<file path="src/rtl/ppu_pkg.sv">
// Shared PPU definitions: STAT mode encoding and default scanline geometry.
// Used by the mode sequencer and the mode 2/mode 3 engines.
package ppu_pkg;

   typedef enum logic [1:0] {
      MODE_HBLANK = 2'd0,
      MODE_VBLANK = 2'd1,
      MODE_OAM    = 2'd2,
      MODE_XFER   = 2'd3
   } mode_t;

   localparam int DEF_LINE_CYCLES   = 456;
   localparam int DEF_VISIBLE_LINES = 144;
   localparam int DEF_VBLANK_LINES  = 10;
   localparam int DEF_OAM_CYCLES    = 80;
   localparam int DEF_DOT_W         = 9;

endpackage

</file>
<file path="src/rtl/ppu_stat_irq.sv">
// STAT interrupt source: combines the enabled STAT conditions into stat_line.
// PPU_STAT_BLOCKING_EN selects a rising-edge pulse instead of the registered level.
module ppu_stat_irq
   import ppu_pkg::*;
(
   input  logic       clk,
   input  logic       rst,
   input  logic       lcd_en,
   input  logic       lyc_eq,
   input  logic [1:0] mode,
   input  logic [3:0] stat_sel,
   output logic       stat_irq
);

   logic stat_line;

   always_comb begin
      stat_line = 1'b0;
      if (lcd_en)
         stat_line = (lyc_eq & stat_sel[3])
                   | ((mode == MODE_OAM)    & stat_sel[2])
                   | ((mode == MODE_VBLANK) & stat_sel[1])
                   | ((mode == MODE_HBLANK) & stat_sel[0]);
   end

`ifdef PPU_STAT_BLOCKING_EN
   // Sources that overlap with no low gap merge into one request.
   logic line_q;

   always_ff @(posedge clk) begin
      if (rst) begin
         line_q   <= 1'b0;
         stat_irq <= 1'b0;
      end else begin
         line_q   <= stat_line;
         stat_irq <= stat_line & ~line_q;
      end
   end
`else
   always_ff @(posedge clk) begin
      if (rst) stat_irq <= 1'b0;
      else     stat_irq <= stat_line;
   end
`endif

endmodule

</file>
<file path="src/rtl/ppu_mode_sequencer.sv">
// Scanline/mode timing controller: dot/LY counters, STAT mode 2->3->0 / 1 sequence,
// engine start pulses and interrupts. PPU_STAT_BLOCKING_EN selects pulsed STAT irq.
module ppu_mode_sequencer
   import ppu_pkg::*;
#(
   parameter int LINE_CYCLES   = DEF_LINE_CYCLES,
   parameter int VISIBLE_LINES = DEF_VISIBLE_LINES,
   parameter int VBLANK_LINES  = DEF_VBLANK_LINES,
   parameter int OAM_CYCLES    = DEF_OAM_CYCLES,
   parameter int DOT_W         = DEF_DOT_W
) (
   input  logic             clk,
   input  logic             rst,
   input  logic             lcd_en,
   input  logic [7:0]       lyc,
   input  logic [3:0]       stat_sel,
   input  logic             m3_done,
   output logic             m2_start,
   output logic             m3_start,
   output logic [1:0]       mode,
   output logic [7:0]       ly,
   output logic [DOT_W-1:0] dot,
   output logic             lyc_eq,
   output logic             stat_irq,
   output logic             vblank_irq,
   output logic             overrun
);

   localparam logic [DOT_W-1:0] DOT_LAST = DOT_W'(LINE_CYCLES - 1);
   localparam logic [DOT_W-1:0] OAM_LAST = DOT_W'(OAM_CYCLES - 1);
   localparam logic [7:0]       LY_LAST  = 8'(VISIBLE_LINES + VBLANK_LINES - 1);
   localparam logic [7:0]       LY_VIS   = 8'(VISIBLE_LINES);

   // active_q low means the next enabled cycle restarts the frame at line 0 mode 2.
   logic             active_q, active_n;
   mode_t            mode_q, mode_n;
   logic [7:0]       ly_q, ly_n;
   logic [DOT_W-1:0] dot_q, dot_n;
   logic             m2_q, m2_n, m3_q, m3_n, vbl_q, vbl_n, ovr_q, ovr_n, lyc_eq_q;

   always_comb begin
      active_n = active_q;
      mode_n   = mode_q;
      ly_n     = ly_q;
      dot_n    = dot_q;
      m2_n     = 1'b0;
      m3_n     = 1'b0;
      vbl_n    = 1'b0;
      ovr_n    = ovr_q;
      if (!lcd_en) begin
         active_n = 1'b0;
         mode_n   = MODE_HBLANK;
         ly_n     = '0;
         dot_n    = '0;
      end else if (!active_q) begin
         active_n = 1'b1;
         mode_n   = MODE_OAM;
         ly_n     = '0;
         dot_n    = '0;
         m2_n     = 1'b1;
      end else if (dot_q == DOT_LAST) begin
         dot_n = '0;
         ly_n  = (ly_q == LY_LAST) ? 8'd0 : ly_q + 8'd1;
         if (ly_n < LY_VIS) begin
            mode_n = MODE_OAM;
            m2_n   = 1'b1;
         end else begin
            mode_n = MODE_VBLANK;
            vbl_n  = (ly_n == LY_VIS);
         end
         // A done pulse on the last dot still counts as finishing in time.
         if (mode_q == MODE_XFER && !m3_done)
            ovr_n = 1'b1;
      end else begin
         dot_n = dot_q + 1'b1;
         case (mode_q)
            MODE_OAM: if (dot_q == OAM_LAST) begin
               mode_n = MODE_XFER;
               m3_n   = 1'b1;
            end
            MODE_XFER: if (m3_done) mode_n = MODE_HBLANK;
            default: ;
         endcase
      end
   end

   always_ff @(posedge clk) begin
      if (rst) begin
         active_q <= 1'b0;
         mode_q   <= MODE_OAM;
         ly_q     <= '0;
         dot_q    <= '0;
         m2_q     <= 1'b0;
         m3_q     <= 1'b0;
         vbl_q    <= 1'b0;
         ovr_q    <= 1'b0;
         lyc_eq_q <= 1'b0;
      end else begin
         active_q <= active_n;
         mode_q   <= mode_n;
         ly_q     <= ly_n;
         dot_q    <= dot_n;
         m2_q     <= m2_n;
         m3_q     <= m3_n;
         vbl_q    <= vbl_n;
         ovr_q    <= ovr_n;
         lyc_eq_q <= (ly_n == lyc);
      end
   end

   ppu_stat_irq u_stat_irq (
      .clk      (clk),
      .rst      (rst),
      .lcd_en   (lcd_en),
      .lyc_eq   (lyc_eq_q),
      .mode     (mode_q),
      .stat_sel (stat_sel),
      .stat_irq (stat_irq)
   );

   assign mode       = mode_q;
   assign ly         = ly_q;
   assign dot        = dot_q;
   assign m2_start   = m2_q;
   assign m3_start   = m3_q;
   assign vblank_irq = vbl_q;
   assign overrun    = ovr_q;
   assign lyc_eq     = lyc_eq_q;

endmodule

</file>
<file path="config.mk">
export PLATFORM = sky130hd
export DESIGN_NAME = ppu_mode_sequencer
export DESIGN_NICKNAME = d
export VERILOG_FILES = /design/src/rtl/ppu_pkg.sv /design/src/rtl/ppu_stat_irq.sv /design/src/rtl/ppu_mode_sequencer.sv
export SDC_FILE = /design/constraint.sdc
export NUM_CORES = 1
export LEC_CHECK = 0
export CAP_MARGIN = 30
export CORE_ASPECT_RATIO = 1.2
export CORE_UTILIZATION = 43
export DETAILED_ROUTE_END_ITERATION = 12
export GPL_TIMING_DRIVEN = 0
export PLACE_DENSITY = 0.75
export SLEW_MARGIN = 10
export SYNTH_ARGS = -nofsm -noshare
export SYNTH_HDL_FRONTEND = slang
export SYNTH_SLANG_ARGS = --single-unit
</file>
<file path="constraint.sdc">
create_clock -name clk -period 2.05 [get_ports clk]
set_input_delay 0.615 -clock clk [delete_from_list [all_inputs] [get_ports clk]]
set_output_delay 0.615 -clock clk [all_outputs]
set_load 0.03 [all_outputs]
</file>
==> flow_summary_export.csv <==
group,metric,value,unit
outcome,status,"complete, but fails checks",
outcome,violations,"design-rule violations, negative setup slack",
logic_synthesis,synth_top_family_by_area,"simple AND/OR/NAND/NOR gates",
logic_synthesis,synthMuxAreaShare,0.02028,
hold_path,min_path_type,"reg2reg",
logic_synthesis,syn_area_per_cell,8.120,sq um
logic_synthesis,yosysSeqAreaShare,0.3374,
global_routing,grt_pass1_wl,6.810,mm
timing,fin_crit,2.326,ns
clock_network,cts_hold_buffers,0,
setup_path,critical_path_class,"reg2reg",
placed_design,gp_congestion,0.8291,
setup_path,r2r_end,"lyc_eq",
timing,max_freq,430.0,MHz
power_and_ir_drop,worst_ir_drop_vdd,0.0003234,V
timing,maxSlewHeadroom,0.6744,
detailed_routing,drc,2,
cells_and_area,syn_to_final_growth,52.23,%
placed_design,dp_slack,-0.6834,ns
detailed_routing,drtPass1Iterations,8,
cells_and_area,seqCellArea,553.0,sq um
timing,finClkSkew,0.01041,ns
cells_and_area,mostFrequentLayoutCells,"33 x clkdlybuf4s50_1, 27 x nor2_1, 15 x buf_4",
logic_synthesis,synth-compound-area-share,0.1833,
timing,setup_violations,1,
setup_path,r2r_setup_slack,-0.28,ns
global_routing,overflow,0,
clock_network,clockBufferDepth,2,
clock_network,htree_levels,1,
setup_path,reg2reg_depth,7,
floorplanning,row_count,23,
hold_path,hp-start,"overrun",
setup_path,cp-start-kind,"register",
setup_path,reg2reg_from,"ly[5]",
global_routing,grt_start_max_net_pins,16,
timing,post-route-period-util,1.135,
cells_and_area,fillers,287,
logic_synthesis,synth-seq-cells,26,
logic_synthesis,syn-num-nets,209,
logic_synthesis,syn_area,0.001543,sq mm
flow_run,maxCapViolations,0,
setup_path,crit_fanout,7,
global_routing,grt_util_all_layers,0.2277,
clock_network,clock-sinks,26,
logic_synthesis,synth_fa_ha_area_frac,0.02433,
hold_path,whs_endpoint,"overrun",
setup_path,cp.arrival,2.55,ns
power_and_ir_drop,power.density,419.5,mW/mm^2
detailed_routing,drtIter0Drc,55,
logic_synthesis,synthArstFlopShare,0,
power_and_ir_drop,leakage,0.8676,nW
cells_and_area,nets,267,
cells_and_area,drive_gt1_frac,0.2753,
logic_synthesis,netlist_instances,190,
timing,rsz0062_at_grt,"true",
logic_synthesis,yosysUniqueCellTypes,48,
logic_synthesis,synth_edf_count,0,
global_routing,antenna_found_initial,0,
logic_synthesis,synthFlopType,"dfxtp_1",
hold_path,hold_depth,2,
detailed_routing,avgRoutedWirePerCell,14.93,um
logic_synthesis,synth-simple-area-share,0.3244,
clock_network,cts_tree,"done",
cells_and_area,multiInputGateArea,0.001094,sq mm
floorplanning,ioPinCount,41,
setup_path,cp.required,2.27,ns
placed_design,dp.final_hpwl,2.880,mm
timing,worst_slew_pin_slew,0.4839,ns
floorplanning,die_w,56.68,um
clock_network,ctsRootBufferMaster,"clkbuf_8",
logic_synthesis,yosys.area_share.xor_xnor,0.06813,
clock_network,path_clk_slew,0.10,ns
clock_network,cts_buffers,3,
detailed_routing,viasPerCell,5.827,
logic_synthesis,yosys_warnings,0,
setup_path,worstSetupEndpointType,"register",
cells_and_area,antenna_cells,0,
floorplanning,die_h,67.62,um
timing,hold_violations,0,
floorplanning,start_util,0.4543,
global_routing,grt_pass1_vias,1541,
cells_and_area,mostFrequentLayoutCell,"clkdlybuf4s50_1",
placed_design,port_buffers,40,
detailed_routing,totalWireLength,4.239,mm
timing,slew_viol_final,0,
detailed_routing,antenna_left,0,
clock_network,clock_latency,0.28,ns
cells_and_area,final_area,0.002349,sq mm
timing,setup_ws,-0.2758,ns
floorplanning,design.core.area,0.003396,sq mm
detailed_routing,num_vias,1655,
placed_design,place_area,0.002038,sq mm
floorplanning,die_area,0.003832,sq mm
## routing by layer
| metal | share of wire | track usage | vias up |
|---|---|---|---|
| met3 | 0.046 | 0.03831 | 10 |
| met4 | 0.021 | 0.1188 | 0 |
| met5 | 0 | 0 | - |
| met1 | 0.44 | 0.2552 | 781 |
| li1 | - | - | 810 |
| met2 | 0.49 | 0.4152 | 54 |
## worst max path at each step
stage	startpoint	to	slack, ns	depth (start not counted)
after floorplan	ly[5]	lyc_eq	-0.17	7
after global placement	lcd_en	lyc_eq	-0.67	8
after detailed placement	lcd_en	lyc_eq	-0.68	8
after CTS	ly[1]	lyc_eq	-0.25	9
after global routing	ly[5]	lyc_eq	-0.35	7
final	ly[5]	lyc_eq	-0.28	7
## timing repair
action	4_1_cts	5_1_grt
setup buffers	10	6
resized for setup	32	12
setup endpoints to repair	6	5
pin swaps	7	7
## Yosys cell counts (2+ instances only)
| cell type | count | area (sq um) |
|---|---|---|
| a31oi_1 | 3 | 18.77 |
| o22a_1 | 2 | 17.52 |
| o2111ai_1 | 2 | 17.52 |
| nand2_1 | 14 | 52.55 |
| ha_1 | 3 | 37.54 |
| o21ai_0 | 7 | 35.03 |
| nor4_1 | 6 | 37.54 |
| and3_1 | 7 | 43.79 |
| a21oi_1 | 5 | 25.02 |
| nand4_1 | 4 | 25.02 |
| dfxtp_1 | 26 | 520.5 |
| nor2b_1 | 2 | 12.51 |
| inv_1 | 9 | 33.78 |
| o311ai_0 | 2 | 17.52 |
| nor2_1 | 28 | 105.1 |
| o211ai_1 | 3 | 22.52 |
| nand3_1 | 11 | 55.05 |
| xnor2_1 | 10 | 87.58 |
| nand4b_1 | 4 | 35.03 |
| a21boi_0 | 2 | 15.01 |
| nor3_1 | 5 | 25.02 |
| mux2i_1 | 2 | 20.02 |
| and2_1 | 2 | 12.51 |
| clkbuf_1 | 5 | 18.77 |
| a21o_1 | 2 | 15.01 |
| xor2_1 | 2 | 17.52 |
## flip-flops by register name (all words and copies together), names as in the netlist
register and cells:
mode 2, dot 9, lyc_eq 1, active_q 1
ly 8, vblank_irq 1, m3_start 1, u_stat_irq.stat_irq 1
overrun 1, m2_start 1
## final cells by class
type / instances / share of cell area
clock buffers: 4 / 0.02824
well taps: 37 / 0.01971
plain buffers: 4 / 0.01066
inverters: 9 / 0.01438
flip-flops and latches: 26 / 0.2355
multi-input cells: 148 / 0.4656
repair buffers: 56 / 0.2259
## worst max-delay path: stages (launching register included)
cell and delay, ns:
dfxtp_4 0.37, or2_4 0.28, or4_4 0.58, a21oi_4 0.16
o21ai_2 0.08, or4b_4 0.52, nand3_2 0.09, and4_1 0.20
## where the power goes
group / switching (mW) / internal [mW] / total, mW
logic: 0.0464 / 0.0508 / 0.0972
clock network: 0.170 / 0.212 / 0.382
registers: 0.00415 / 0.502 / 0.506
total: 0.220 / 0.765 / 0.985
## per-stage QoR
step	power (mW)	TNS, ns	cells	util	hold WS [ns]
after floorplan	0.5587	-0.1657	190	-	0.4996
after global placement	0.6092	-1.582	267	0.6002	0.4363
after detailed placement	0.6102	-1.610	267	0.6002	0.4375
after CTS	0.9940	-0.2500	278	0.6629	0.4539
after global routing	1.031	-0.5137	284	0.6916	0.5319
final	0.9853	-0.2758	284	0.6916	0.4830
## kinds of logic after synthesis
kind of cell               count (synthesis)
and+or+nand+nor                           92
AOI/OAI and AO/OA                         38
DFF                                       26
buffers and inverters                     16
xor gates and xnor gates                  12
muxes                                      3
adders and majority gates                  3
No activity file was read; power rests on OpenSTA's default activity.
